`src/rtl/noc_pkg.sv`:
```
// Shared NoC router definitions: flit layout, default buffer sizing and the
// one-hot turn codes exchanged between input buffers and route logic.
package noc_pkg;

    localparam int FLIT_W    = 8;
    localparam int BUF_DEPTH = 4;
    localparam int NUM_PORTS = 5;

    typedef struct packed {
        logic [3:0] x;
        logic [3:0] y;
    } flit_t;

    localparam logic [NUM_PORTS-1:0] TURN_N = 5'b00001;
    localparam logic [NUM_PORTS-1:0] TURN_S = 5'b00010;
    localparam logic [NUM_PORTS-1:0] TURN_E = 5'b00100;
    localparam logic [NUM_PORTS-1:0] TURN_W = 5'b01000;
    localparam logic [NUM_PORTS-1:0] TURN_L = 5'b10000;

    function automatic flit_t flit_unpack(input logic [FLIT_W-1:0] raw);
        return flit_t'(raw);
    endfunction

endpackage

```
`src/rtl/noc_fifo_mem.sv`:
```
// Flit storage for one input buffer: single write port, asynchronous read.
// Contents are deliberately not reset; the owner gates stale data on empty.
module noc_fifo_mem #(
    parameter int DEPTH  = 4,
    parameter int FLIT_W = 8,
    parameter int AW     = 2
) (
    input  logic              clk,
    input  logic              wr_en_i,
    input  logic [AW-1:0]     wr_addr_i,
    input  logic [FLIT_W-1:0] wr_data_i,
    input  logic [AW-1:0]     rd_addr_i,
    output logic [FLIT_W-1:0] rd_data_o
);

    logic [FLIT_W-1:0] mem_q [DEPTH];

    always_ff @(posedge clk) begin
        if (wr_en_i) begin
            mem_q[wr_addr_i] <= wr_data_i;
        end
    end

    assign rd_data_o = mem_q[rd_addr_i];

endmodule

```
`src/rtl/input_buffer.sv`:
```
// Router input buffer: credit-flow-controlled FIFO between an upstream link
// and the route logic. Each pop returns one credit on the following cycle.
module input_buffer #(
    parameter int FLIT_W = noc_pkg::FLIT_W,
    parameter int DEPTH  = noc_pkg::BUF_DEPTH
) (
    input  logic                   clk,
    input  logic                   rst_n,
    input  logic [FLIT_W-1:0]      link_data_i,
    input  logic                   link_valid_i,
    output logic                   credit_o,
    output logic [FLIT_W-1:0]      head_data_o,
    output logic                   head_valid_o,
    input  logic                   remove_i,
    output logic [$clog2(DEPTH):0] count_o,
    output logic                   full_o,
    output logic                   overflow_o
);

    import noc_pkg::*;

    localparam int AW = $clog2(DEPTH);
    localparam int CW = $clog2(DEPTH) + 1;
    localparam logic [CW-1:0] FULL_CNT = CW'(DEPTH);

    logic [AW-1:0]     wr_ptr_q, wr_ptr_d;
    logic [AW-1:0]     rd_ptr_q, rd_ptr_d;
    logic [CW-1:0]     count_q, count_d;
    logic              credit_q, credit_d;
    logic              overflow_q, overflow_d;
    logic              empty, full;
    logic              do_push, do_pop;
    logic [FLIT_W-1:0] mem_rdata;

    // A full buffer still accepts a flit when a pop frees a slot that cycle.
    always_comb begin
        empty      = (count_q == '0);
        full       = (count_q == FULL_CNT);
        do_pop     = remove_i && !empty;
        do_push    = link_valid_i && (!full || do_pop);

        wr_ptr_d   = do_push ? wr_ptr_q + 1'b1 : wr_ptr_q;
        rd_ptr_d   = do_pop  ? rd_ptr_q + 1'b1 : rd_ptr_q;

        count_d    = count_q;
        if (do_push && !do_pop) begin
            count_d = count_q + 1'b1;
        end else if (do_pop && !do_push) begin
            count_d = count_q - 1'b1;
        end

        credit_d   = do_pop;
        overflow_d = overflow_q | (link_valid_i & ~do_push);
    end

    always_ff @(posedge clk or negedge rst_n) begin
        if (!rst_n) begin
            wr_ptr_q   <= '0;
            rd_ptr_q   <= '0;
            count_q    <= '0;
            credit_q   <= 1'b0;
            overflow_q <= 1'b0;
        end else begin
            wr_ptr_q   <= wr_ptr_d;
            rd_ptr_q   <= rd_ptr_d;
            count_q    <= count_d;
            credit_q   <= credit_d;
            overflow_q <= overflow_d;
        end
    end

    noc_fifo_mem #(
        .DEPTH  (DEPTH),
        .FLIT_W (FLIT_W),
        .AW     (AW)
    ) u_mem (
        .clk       (clk),
        .wr_en_i   (do_push),
        .wr_addr_i (wr_ptr_q),
        .wr_data_i (link_data_i),
        .rd_addr_i (rd_ptr_q),
        .rd_data_o (mem_rdata)
    );

    // Storage is never cleared, so the head is masked whenever the FIFO is empty.
    assign head_valid_o = !empty;
    assign head_data_o  = empty ? '0 : mem_rdata;
    assign count_o      = count_q;
    assign full_o       = full;
    assign credit_o     = credit_q;
    assign overflow_o   = overflow_q;

endmodule

```
`config.mk`:
```
export PLATFORM = sky130hd
export DESIGN_NAME = input_buffer
export DESIGN_NICKNAME = d
export VERILOG_FILES = /design/src/rtl/noc_pkg.sv /design/src/rtl/noc_fifo_mem.sv /design/src/rtl/input_buffer.sv
export SDC_FILE = /design/constraint.sdc
export NUM_CORES = 1
export LEC_CHECK = 0
export CORE_UTILIZATION = 47
export CTS_CLUSTER_DIAMETER = 30
export DETAILED_ROUTE_END_ITERATION = 12
export PLACE_DENSITY = 0.74
export SLEW_MARGIN = 20
export SYNTH_ARGS = -nofsm -noshare
export SYNTH_HDL_FRONTEND = slang
export SYNTH_SLANG_ARGS = --single-unit
```
`constraint.sdc`:
```
create_clock -name clk -period 2 [get_ports clk]
set_input_delay 0.6 -clock clk [delete_from_list [all_inputs] [get_ports clk]]
set_output_delay 0.6 -clock clk [all_outputs]
set_load 0.01 [all_outputs]
```
==> flow_metrics.py <==
metrics = {
    "setup_path": {
        "r2r_setup_slack_ns": -0.05,
        "required_ns": 1.40,
        "crit_path_max_incr_delay_ns": 0.47,
        "critical_path_arrival_ns": 1.70,
        "critPathMaxFanout": 4,
        "crit_type": "reg -> out",
        "timing.rr.start": "count_o[0]",
        "rr_worst_depth": 9,
        "slowest_stage": "mux4_2",
        "setup.worst_path.end_class": "output port",
        "path_cells": "clkbuf_16 > mux4_2 > and2_1 > buf_2",
        "start_kind": "flop",
        "r2r-end": "count_o[1]",
    },
    "die": {
        "rows": 21,
        "core_sq_um": 3416,
        "start_util": 0.5048,
        "die_h_microns": 62.57,
        "die_area_sq_um": 3914,
        "die_x_microns": 62.57,
        "io_pins": 27,
    },
    "routing": {
        "ant_nets": 0,
        "dr.pass1.iters": 4,
        "met3WireLength_microns": 142,
        "route.met2.wl_mm": 1.762,
        "vias_per_cell": 4.928,
        "drc": 0,
        "wl_per_cell_microns": 16.75,
        "vias": 961,
        "wl_met1_mm": 1.321,
        "top_layer_used": "met4",
        "drt_wl_total_mm": 3.266,
        "dr.first_iter.drc_count": 32,
    },
    "cts": {
        "cts-root-buf": "clkbuf_4",
        "htree_levels": 2,
        "postCtsHoldBufs": 0,
        "insertion_delay_ns": 0.35,
        "cts_sinks": 41,
        "cts.clk_slew.worst_paths_ns": 0.11,
        "cts_tree": "yes",
        "cts_buffer_depth": 2,
        "numCtsBuffers": 5,
    },
    "synthesis": {
        "synth_edf_count": 32,
        "yosys-top-cells-count": "edfxtp_1 (32), and2_1 (12), dfrtp_1 (9)",
        "syn_avg_cell_area_sq_um": 19.16,
        "synthFlopType": "edfxtp_1",
        "synth_seq_cells": 41,
        "postSynth.asyncResetShare": 0.2195,
        "ys_warn_count": 0,
        "syn_area_sq_um": 1724,
        "ys_seq_area_frac": 0.6880,
        "yosysMostFrequentCell": "edfxtp_1",
        "yosysTopAreaCell": "edfxtp_1",
        "synth.distinct_cells": 20,
        "yosysTopAreaCellShare": 0.5573,
        "synthCells": 90,
        "syn-num-nets": 108,
        "synth.area.top_cells": "edfxtp_1 (56%), dfrtp_1 (13%), mux4_2 (10%)",
    },
    "pwr": {
        "power.switching_mw": 1.107,
        "powerDensity_nw_per_um2": 1575,
        "comb_power_share": 0.493,
        "p_leak_nw": 0.9680,
        "power_frac_seq": 0.338,
        "ir_drop_mv": 0.7788,
        "switching_share": 0.2875,
        "clockPowerShare": 0.168,
        "p_int_mw": 2.743,
    },
    "global_route": {
        "antenna_found_initial": 0,
        "track_usage": 0.1894,
        "grt_overflow": 0,
        "grt_pass1_vias": 1037,
        "grt_pass1_wl_mm": 5.250,
        "grt_max_degree": 14,
    },
    "sta": {
        "slew_headroom": 0.6951,
        "setup_slack_ns": -0.3021,
        "timing.fmax_mhz": 434.4,
        "rsz0062_at_grt": "yes",
        "fin_hold_ws_ns": 0.5055,
        "clock_skew_ns": 0.007138,
        "finalHoldViolations": 0,
        "maxSlewViolCount": 0,
        "setup_viol": 11,
        "tightest_slew_ns": 0.4560,
        "min_period_over_period": 1.151,
        "layout_min_cycle_time_ns": 2.302,
    },
    "final_layout": {
        "layout.nets": 166,
        "num-fill-cells": 217,
        "antennaDiodeCount": 0,
        "drive_gt1_frac": 0.5101,
        "area_growth_pct": 41.73,
        "fin_area_sq_um": 2444,
    },
    "worst_hold_path": {
        "hold_end": "overflow_o",
        "holdPathStages": 1,
        "hp-start": "overflow_o",
        "min_path_type": "reg -> reg",
    },
    "placement": {
        "hpwl_mm": 2.099,
        "place_congestion": 0.6806,
        "place_area_sq_um": 2193,
        "io_buffers": 26,
    },
    "run_status": {
        "violations": "setup timing",
        "status": "finished with violations",
    },
    "flow_run": {
        "max_cap_violations": 0,
    },
}
kinds of logic (layout without fill, tap and decap cells):
group                    after synthesis  count (layout)  synth area share
AO/OA/AOI/OAI                          2               2           0.01597
XOR/XNOR                               6               6           0.03048
adder cells (fa/ha/maj)                6               6           0.04790
buffers and inverters                  8              66           0.02685
flip-flops                            41              41            0.6880
multiplexers                          10              10            0.1197
AND/OR/NAND/NOR                       17              18           0.07111
worst max-delay path: cells and delay by family, from the launching register on:
family	cells	cell delay, ns
buffers and inverters	2	0.30
flip-flops	1	0.45
AND/OR/NAND/NOR	1	0.14
multiplexers	1	0.47
worst max path at each step:
stage | depth (start not counted) | startpoint | end
detailed placement | 9 | remove_i | count_o[2]
global placement | 9 | remove_i | count_o[2]
CTS | 4 | rd_ptr_q[0] | head_data_o[7]
global route | 4 | rd_ptr_q[0] | head_data_o[0]
finish | 4 | rd_ptr_q[0] | head_data_o[5]
floorplan | 8 | count_o[0] | count_o[2]
flip-flops by register name, summed over array words and instances, names as in the netlist:
signal       cells
u_mem.mem_q     32
wr_ptr_q         2
overflow_o       1
credit_o         1
count_o          3
rd_ptr_q         2
cell type report:
class / count / area [sq um] / area share
inverter: 5 / 18.77 / 0.007681
tap: 46 / 57.56 / 0.02355
sequential: 41 / 1189 / 0.4864
timing repair buffer: 53 / 529.3 / 0.2166
clock buffer: 5 / 37.54 / 0.01536
multi-input combinational: 42 / 546.8 / 0.2238
clock inverter: 3 / 65.06 / 0.02663
per-layer routing:
| layer | vias to the layer above | global-route usage |
|---|---|---|
| li1 | 451 | - |
| met1 | 482 | 0.2293 |
| met2 | 22 | 0.3179 |
| met3 | 6 | 0.06387 |
| met4 | 0 | 0.06105 |
| met5 | - | 0 |
per-stage QoR:
stage / utilization / setup TNS [ns] / power [mW] / setup WS (ns) / instances
floorplan: - / 0 / 2.100 / 0.01728 / 90
global placement: 0.6421 / -4.960 / 2.787 / -0.3567 / 175
detailed placement: 0.6421 / -6.158 / 2.855 / -0.4192 / 175
CTS: 0.6996 / -2.726 / 3.713 / -0.3467 / 192
global route: 0.7154 / -3.240 / 4.053 / -0.3671 / 195
finish: 0.7154 / -2.522 / 3.850 / -0.3021 / 195
cell usage in the layout, fill, tap and decap left out, drive strengths merged:
cell type and count:
buf 36, edfxtp 32, clkdlybuf4s50 13, and2 12
dfrtp 9, mux4 8, clkbuf 7, ha 5
inv 5, xnor2 4, or3 2, mux2 2
xor2 2, bufinv 2, dlygate4sd2 2, nand2 1
nor3b 1, a21boi 1, a31o 1, nand3 1
nor2 1, fa 1, clkinv 1
power groups by stage:
stage | registers [mW] | logic (mW) | clock network (mW)
final | 1.30 | 1.90 | 0.648
after global placement | 1.27 | 1.51 | 0
after detailed placement | 1.29 | 1.56 | 0
after global routing | 1.32 | 2.02 | 0.709
after CTS | 1.30 | 1.75 | 0.661
after floorplan | 1.29 | 0.813 | 0
what timing repair did:
item,CTS,global route
buffers inserted,7,3
cloned,2,0
pin swaps,18,1
resized for setup,62,11
endpoints found under the setup margin,14,13
Note: power is estimated with default switching activity, not from simulation.
